[src/rtl/beam_sweep_ctrl.sv]
// beam_sweep_ctrl: capture sequencer and lag sweep for beam direction.
// Optional BEAM_SWEEP_HYST_EN: publish only on two equal sweeps.
module beam_sweep_ctrl #(
  parameter int DATA_WIDTH = 16,
  parameter int WINDOW     = 30,
  parameter int NUM_LAGS   = 60,
  parameter int DIFF_WIDTH = 21,
  parameter int TIMEOUT    = 255
) (
  input  logic                  clk,
  input  logic                  reset,
  input  logic                  start,
  input  logic                  continuous,
  input  logic                  sample_valid,
  output logic                  cap_wr_en,
  output logic [6:0]            cap_wr_addr,
  output logic                  corr_req,
  output logic [5:0]            corr_lag,
  input  logic                  corr_ack,
  input  logic                  diff_valid,
  input  logic [DIFF_WIDTH-1:0] diff_value,
  output logic [5:0]            best_lag,
  output logic [7:0]            led_pattern,
  output logic                  result_valid,
  output logic                  busy,
  output logic                  err
);

  localparam int DEPTH = 3 * WINDOW;
  localparam int WDW   = $clog2(TIMEOUT + 1);

  // Addresses are 7 bits, lags 6 bits with 0x3F reserved.
  if (DEPTH > 128 || NUM_LAGS > 63 || NUM_LAGS < 1 ||
      DATA_WIDTH < 1 || TIMEOUT < 1) begin : g_bad_cfg
    $error("beam_sweep_ctrl: unsupported parameters");
  end

  typedef enum logic [2:0] {
    IDLE,
    CAPTURE,
    REQ,
    WAIT,
    DECIDE
  } state_t;

  state_t state_q;
  state_t state_d;

  logic [6:0]            cnt_q;
  logic [5:0]            k_q;
  logic [DIFF_WIDTH-1:0] min_q;
  logic [5:0]            cand_q;
  logic [5:0]            prev_q;
  logic [WDW-1:0]        wd_q;
  logic                  err_q;
  logic [5:0]            best_q;
  logic [7:0]            led_q;
  logic                  rv_q;

  logic run_init;
  logic err_clr;
  logic cnt_inc;
  logic k_inc;
  logic take;
  logic dec;
  logic tmo;
  logic wd_hit;
  logic hyst_match;
  logic publish;

  function automatic logic [7:0] lag_to_led(input logic [5:0] lag);
    logic [7:0] p;
    p = 8'h00;
    unique case (1'b1)
      (lag <= 6'd2):                  p = 8'h01;
      (lag >= 6'd3  && lag <= 6'd9):  p = 8'h02;
      (lag >= 6'd10 && lag <= 6'd19): p = 8'h04;
      (lag >= 6'd20 && lag <= 6'd29): p = 8'h08;
      (lag >= 6'd30 && lag <= 6'd39): p = 8'h10;
      (lag >= 6'd40 && lag <= 6'd49): p = 8'h20;
      (lag >= 6'd50 && lag <= 6'd56): p = 8'h40;
      (lag >= 6'd57 && lag <= 6'd59): p = 8'h80;
      default:                        p = 8'h00;
    endcase
    return p;
  endfunction

  assign wd_hit     = (wd_q == WDW'(TIMEOUT - 1));
  assign hyst_match = (cand_q == prev_q);

`ifdef BEAM_SWEEP_HYST_EN
  assign publish = hyst_match;
`else
  // Previous candidate is still tracked but never gates publishing.
  assign publish = hyst_match | 1'b1;
`endif

  assign busy         = (state_q != IDLE);
  assign cap_wr_addr  = cnt_q;
  assign corr_lag     = k_q;
  assign best_lag     = best_q;
  assign led_pattern  = led_q;
  assign result_valid = rv_q;
  assign err          = err_q;

  // State register.
  always_ff @(posedge clk or posedge reset) begin
    if (reset) state_q <= IDLE;
    else       state_q <= state_d;
  end

  // Next-state decode and per-state strobes.
  always_comb begin
    state_d   = state_q;
    cap_wr_en = 1'b0;
    corr_req  = 1'b0;
    run_init  = 1'b0;
    err_clr   = 1'b0;
    cnt_inc   = 1'b0;
    k_inc     = 1'b0;
    take      = 1'b0;
    dec       = 1'b0;
    tmo       = 1'b0;
    unique case (state_q)
      IDLE: begin
        if (start) begin
          state_d  = CAPTURE;
          run_init = 1'b1;
          err_clr  = 1'b1;
        end
      end
      CAPTURE: begin
        if (sample_valid) begin
          cap_wr_en = 1'b1;
          cnt_inc   = 1'b1;
          if (cnt_q == 7'(DEPTH - 1)) state_d = REQ;
        end
      end
      REQ: begin
        corr_req = 1'b1;
        if (corr_ack) begin
          state_d = WAIT;
        end else if (wd_hit) begin
          state_d = IDLE;
          tmo     = 1'b1;
        end
      end
      WAIT: begin
        if (diff_valid) begin
          take = 1'b1;
          if (k_q == 6'(NUM_LAGS - 1)) begin
            state_d = DECIDE;
          end else begin
            k_inc   = 1'b1;
            state_d = REQ;
          end
        end else if (wd_hit) begin
          state_d = IDLE;
          tmo     = 1'b1;
        end
      end
      DECIDE: begin
        dec = 1'b1;
        if (continuous) begin
          state_d  = CAPTURE;
          run_init = 1'b1;
        end else begin
          state_d = IDLE;
        end
      end
      default: state_d = IDLE;
    endcase
  end

  // Capture count, lag index and running minimum.
  always_ff @(posedge clk or posedge reset) begin
    if (reset) begin
      cnt_q  <= '0;
      k_q    <= '0;
      min_q  <= '1;
      cand_q <= '0;
    end else if (run_init) begin
      cnt_q  <= '0;
      k_q    <= '0;
      min_q  <= '1;
      cand_q <= '0;
    end else begin
      if (cnt_inc) cnt_q <= cnt_q + 7'd1;
      if (k_inc)   k_q   <= k_q + 6'd1;
      if (take && (diff_value < min_q)) begin
        min_q  <= diff_value;
        cand_q <= k_q;
      end
    end
  end

  // Handshake watchdog, restarted on every state change.
  always_ff @(posedge clk or posedge reset) begin
    if (reset) begin
      wd_q <= '0;
    end else if ((state_d != state_q) ||
                 !((state_q == REQ) || (state_q == WAIT))) begin
      wd_q <= '0;
    end else begin
      wd_q <= wd_q + WDW'(1);
    end
  end

  // Sticky timeout flag, cleared by a fresh start.
  always_ff @(posedge clk or posedge reset) begin
    if (reset)        err_q <= 1'b0;
    else if (err_clr) err_q <= 1'b0;
    else if (tmo)     err_q <= 1'b1;
  end

  // Result publish and previous-candidate memory.
  always_ff @(posedge clk or posedge reset) begin
    if (reset) begin
      best_q <= '0;
      led_q  <= 8'h00;
      rv_q   <= 1'b0;
      prev_q <= 6'h3F;
    end else begin
      rv_q <= 1'b0;
      if (dec) begin
        prev_q <= cand_q;
        if (publish) begin
          best_q <= cand_q;
          led_q  <= lag_to_led(cand_q);
          rv_q   <= 1'b1;
        end
      end
    end
  end

endmodule
[config.mk]
export PLATFORM = sky130hd
export DESIGN_NAME = beam_sweep_ctrl
export DESIGN_NICKNAME = d
export VERILOG_FILES = /design/src/rtl/beam_sweep_ctrl.sv
export SDC_FILE = /design/constraint.sdc
export NUM_CORES = 1
export LEC_CHECK = 0
export CELL_PAD_IN_SITES_DETAIL_PLACEMENT = 1
export CELL_PAD_IN_SITES_GLOBAL_PLACEMENT = 2
export CORE_UTILIZATION = 35
export CTS_BUF_LIST = sky130_fd_sc_hd__clkbuf_8
export DETAILED_ROUTE_END_ITERATION = 10
export HOLD_SLACK_MARGIN = 0.05
export PLACE_DENSITY = 0.95
export SYNTH_ARGS = -nofsm -noshare
export SYNTH_HDL_FRONTEND = slang
export SYNTH_SLANG_ARGS = --single-unit
[constraint.sdc]
create_clock -name clk -period 4.9 [get_ports clk]
set_input_delay 1.225 -clock clk [delete_from_list [all_inputs] [get_ports clk]]
set_output_delay 1.225 -clock clk [all_outputs]
set_load 0.02 [all_outputs]
---- Yosys cells after proc, flatten, opt, wreduce, memory -nomap -nowiden ----
Index checks and enable logic that the tools add are counted.
W data, S select, Z words.
storage, ports and cells
  flip-flop bits (word level) ............. 67
  output and inout bits ................... 32
  logic and storage cells ................. 93
  input bits .............................. 28
operators by class
  multiplexer cells ....................... 39
  reduce and logical (&&, ||, !) cells .... 17
  add/subtract/negate cells ............... 3
  magnitude comparators ................... 16
  equality and inequality tests ........... 8
operators by type and width
  cell                   number
  $pmux W8 S8            1
  $mux W21               2
  $le A6 B6 Y1 const B   4
  $mux W6                4
  $lt A21 B21 Y1         1
  $mux W3                7
  $mux W1                19
  $ge A6 B6 Y1 const B   3
  $pmux W3 S5            1
  $mux W7                2
  $ge A6 B5 Y1 const B   2
  $le A6 B5 Y1 const B   2
  $add A8 B1 Y8 const B  1
  $eq A8 B8 Y1 const B   1
  $logic_and A1 B1 Y1    8
  $mux W8                1
  $reduce_bool A2 Y1     4
  $add A7 B1 Y7 const B  1
  $eq A7 B7 Y1 const B   1
  $add A6 B1 Y6 const B  1
  $eq A3 B2 Y1 const B   2
  $eq A6 B6 Y1 const B   1
  $ge A6 B2 Y1 const B   1
  $ge A6 B4 Y1 const B   1
  10 further kinds       12

---- Logic depth before layout (Yosys ltp) ----
  depth in word-level cells ............... 7
  gate-level depth with buffers ........... 10
  gate-level depth less buffers ........... 8

---- Least setup slack after synthesis ----
Ideal clock, no wire load.
  path kind ............................... input to register
  start point ............................. input port diff_value[20]
  end point ............................... register min_q[11]
  cell stages on the path ................. 9
  slack ................................... 2163 ps
  buffers on the path ..................... 2
  arrival ................................. 2656 ps
  data required time ...................... 4819 ps
  setup time .............................. 81 ps
  path through ............................ ha_1 nand4_1 nor2_1 nand4_1 o22a_2 buf_6 buf_6 a211oi_1 nor2_1
between the ends
  word-level cells in the longest chain between the ends .. 3
RTL lines
  item                          line  text
  from (decl)                   21    input logic [DIFF_WIDTH-1:0] diff_value,
  $lt A21 B21 Y1                190   if (take && (diff_value < min_q)) begin
  $logic_and A1 B1 Y1           190
  $reduce_bool A2 Y1 (no line)  n/a
  to (signal assigned)          191   min_q <= diff_value;
  to (decl)                     51    logic [DIFF_WIDTH-1:0] min_q;
Every way passes these cells.
A chain may end at the register's enable or synchronous reset.

---- Worst setup path in the final report ----
  start point ............................. input port sample_valid
  end point ............................... output port cap_wr_en
between the ends
  word-level cells in the longest chain between the ends .. 2
RTL lines
  item         line  text
  from (decl)  14    input logic sample_valid,
  $mux W1      133   if (sample_valid) begin
  $mux W1      124   unique case (state_q)
  to (decl)    15    output logic cap_wr_en,
Every way passes these cells.

==> results.sh <==
export IMPL_outcome="finished clean"
export IMPL_rows=37
export IMPL_grt_pass1_vias=3332
export IMPL_ys_seq_area_share_pct=46.10
export IMPL_clkLatencyLatePin_ns=0.35
export IMPL_via_per_inst=5.257
export IMPL_timing_final_crit_period_ns=3.880
export IMPL_diodes=0
export IMPL_syn_inst=401
export IMPL_die_area_sq_mm=0.01097
export IMPL_crit_path_max_fanout=7
export IMPL_drv_cap=0
export IMPL_rsz0062_at_grt="false"
export IMPL_grt_max_degree=43
export IMPL_synth_edf_count=0
export IMPL_synth_area_sq_mm=0.003694
export IMPL_min_from="best_lag[2]"
export IMPL_clock_path_buffers=2
export IMPL_pwr_share_comb_pct=32.6
export IMPL_firstDrtPassIters=4
export IMPL_grt_first_pass_wirelength_um=16170
export IMPL_yosysTopAreaCell="dfrtp_1"
export IMPL_cts_sinks=67
export IMPL_final_hold_viol_count=0
export IMPL_leakagePower_nw=1.981
export IMPL_setup_viol=0
export IMPL_cts_tree="done"
export IMPL_synth_ff_type="dfrtp_1"
export IMPL_pwr_share_clk_pct=26.1
export IMPL_io_pins=60
export IMPL_wirelength_um=9603
export IMPL_end_kind="output pin"
export IMPL_drive_above_1_share_pct=10.89
export IMPL_max_slew_margin_rel_pct=37.70
export IMPL_ys_async_sr_fraction_pct=100.0
export IMPL_cts_max_level=3
export IMPL_fp_dieH_um=104.7
export IMPL_r2r_start="min_q[20]"
export IMPL_antenna_left=0
export IMPL_cp_arrival_ns=2.65
export IMPL_initial_core_util_pct=35.94
export IMPL_gp_congestion=0.7830
export IMPL_dp_hpwl_um=6615
export IMPL_grt_overflow_total=0
export IMPL_avgSynthCellArea_sq_um=9.211
export IMPL_ys_types=48
export IMPL_critPathKind="input port to output pin"
export IMPL_num_nets_final=507
export IMPL_tightestPinTransition_ns=0.9322
export IMPL_drc_errors=0
export IMPL_cts_setup_buffers=0
export IMPL_path_clk_slew_ns=0.08
export IMPL_yosysWarnings=0
export IMPL_dieWidth_um=104.7
export IMPL_synth_net_count=454
export IMPL_fmax_ghz=0.2578
export IMPL_drtIter0Drc=116
export IMPL_hp_class="flop to flop"
export IMPL_clk_root_buffer_cell="clkbuf_8"
export IMPL_powerDensity_mw_per_mm2=441.1
export IMPL_timing_setup_tns_ns=0
export IMPL_wl_per_cell_um=16.14
export IMPL_multiInputGateArea_sq_mm=0.001769
export IMPL_p_switching_w=0.0006934
export IMPL_fin_util_pct=44.70
export IMPL_synth_top_cell_area_share_pct=31.17
export IMPL_antenna_found_initial=0
export IMPL_numCtsBuffers=9
export IMPL_p_seq_share_pct=41.3
export IMPL_ctsHoldBuffers=0
export IMPL_fillers=1216
export IMPL_vias=3128
export IMPL_finalMaxSlewViolations=0
export IMPL_finClkSkew_ns=0.01470
export IMPL_ys_seq_elements=67
export IMPL_synth_most_common_cell="nor2_1"
export IMPL_fin_crit_sh_pct=79.18
export IMPL_port_buffers=59
export IMPL_r2r_slack_ns=2.20
export IMPL_cp_data_required_time_ns=3.67
export IMPL_vdd_drop_max_v=0.0002385
export IMPL_core_sq_mm=0.01028
export IMPL_track_usage_pct=18.57
export IMPL_syn_to_final_growth_pct=24.39
export IMPL_cts_resized=0
export IMPL_regArea_sq_mm=0.001703
export IMPL_startpoint="sample_valid"
export IMPL_p_int_w=0.001333
export IMPL_synthTopCellsByArea="dfrtp_1 (31%), dfstp_2 (15%), ha_1 (8.5%)"
export IMPL_synthTopCellsByCount="nor2_1 (52), dfrtp_1 (46), nand2_1 (40)"
export IMPL_swShare_pct=34.21
export IMPL_critPathLaunchType="input port"
[area by class of cell]
cell class | instances | share of cell area, %
inverters | 28 | 2.288
clock buffers | 10 | 2.996
multi-input cells | 285 | 38.51
clock inverters | 6 | 1.934
well taps | 136 | 3.704
flip-flops and latches | 67 | 37.06
repair buffers | 63 | 13.51
[registers in the layout, summed over array words and instances (netlist names)]
signal and cells:
best_lag 6, cand_q 6, cap_wr_addr 7, corr_lag 6
err 1, led_pattern 8, min_q 21, result_valid 1
state_q 3, wd_q 8
[metal layers]
metal / routed length (um) / global-route usage (%)
met1: 4378 / 23.49
met2: 4905 / 31.55
met3: 183 / 2.745
met4: 136 / 7.948
met5: 0 / 0
[worst max-delay path: stages]
cell             delay (ns)
clkdlybuf4s50_1        0.48
and2_1                 0.29
clkdlybuf4s50_1        0.66
[cell usage in the layout, fill, tap and decap left out, types with 2 or more instances in the layout]
cell type         n
clkdlybuf4s50_1  59
ha_1             25
and4_1            2
nand3b_1          2
and3_1            3
nor2_1           52
nor2b_1           3
o21ai_0          18
xnor2_1           4
nand3_1          12
o22ai_1           2
o31ai_1           4
nor3_1           25
nand4_1           9
mux2i_1           3
a21oi_1          23
nand4b_1          2
clkbuf_8         10
nand2_1          40
xor2_1           11
nor3b_1           3
and2_1            2
buf_4             4
bufinv_16         2
a211oi_1         19
dfstp_2          21
dfrtp_1          46
inv_1            27
[power groups by stage]
stage	combinational, W	clock (W)	sequential (W)
floorplan	0.000438	0	0.000849
CTS	0.000669	0.000542	0.000839
finish	0.000661	0.000528	0.000838
global placement	0.000620	0	0.000838
global route	0.000748	0.000562	0.000857
detailed placement	0.000654	0	0.000848
[through the flow]
step / std cells / setup slack, ns / instance area (sq um) / power (W) / hold slack (ns)
finish: 595 / 1.020 / 4594 / 0.002027 / 0.4783
global route: 595 / 0.9517 / 4594 / 0.002167 / 0.5124
CTS: 595 / 1.023 / 4594 / 0.002050 / 0.4882
detailed placement: 579 / 1.032 / 4368 / 0.001502 / 0.4678
global placement: 579 / 1.045 / 4368 / 0.001458 / 0.4631
floorplan: 401 / 2.027 / 3694 / 0.001287 / 0.4812
[path summary, 6_finish.rpt]
kind / end / depth (start not counted)
worst min register to register: best_lag[2] / 2
max in group asynchronous: wd_q[3] / 3
worst min-delay path: best_lag[2] / 2
min in group asynchronous: led_pattern[6] / 2
worst max-delay path: cap_wr_en / 3
worst max register to register: min_q[5] / 9
[logic make-up (layout without fill, tap and decap cells)]
kind of cell	Yosys count	count (layout)	synth area share, %
simple gates	163	163	21.00
compound gates	78	78	13.62
flops	67	67	46.10
buf+inv	49	107	6.131
fa+ha+maj	25	25	8.469
xor+xnor	15	15	3.557
mux	4	4	1.118
No activity file was read; power rests on OpenSTA's default activity.
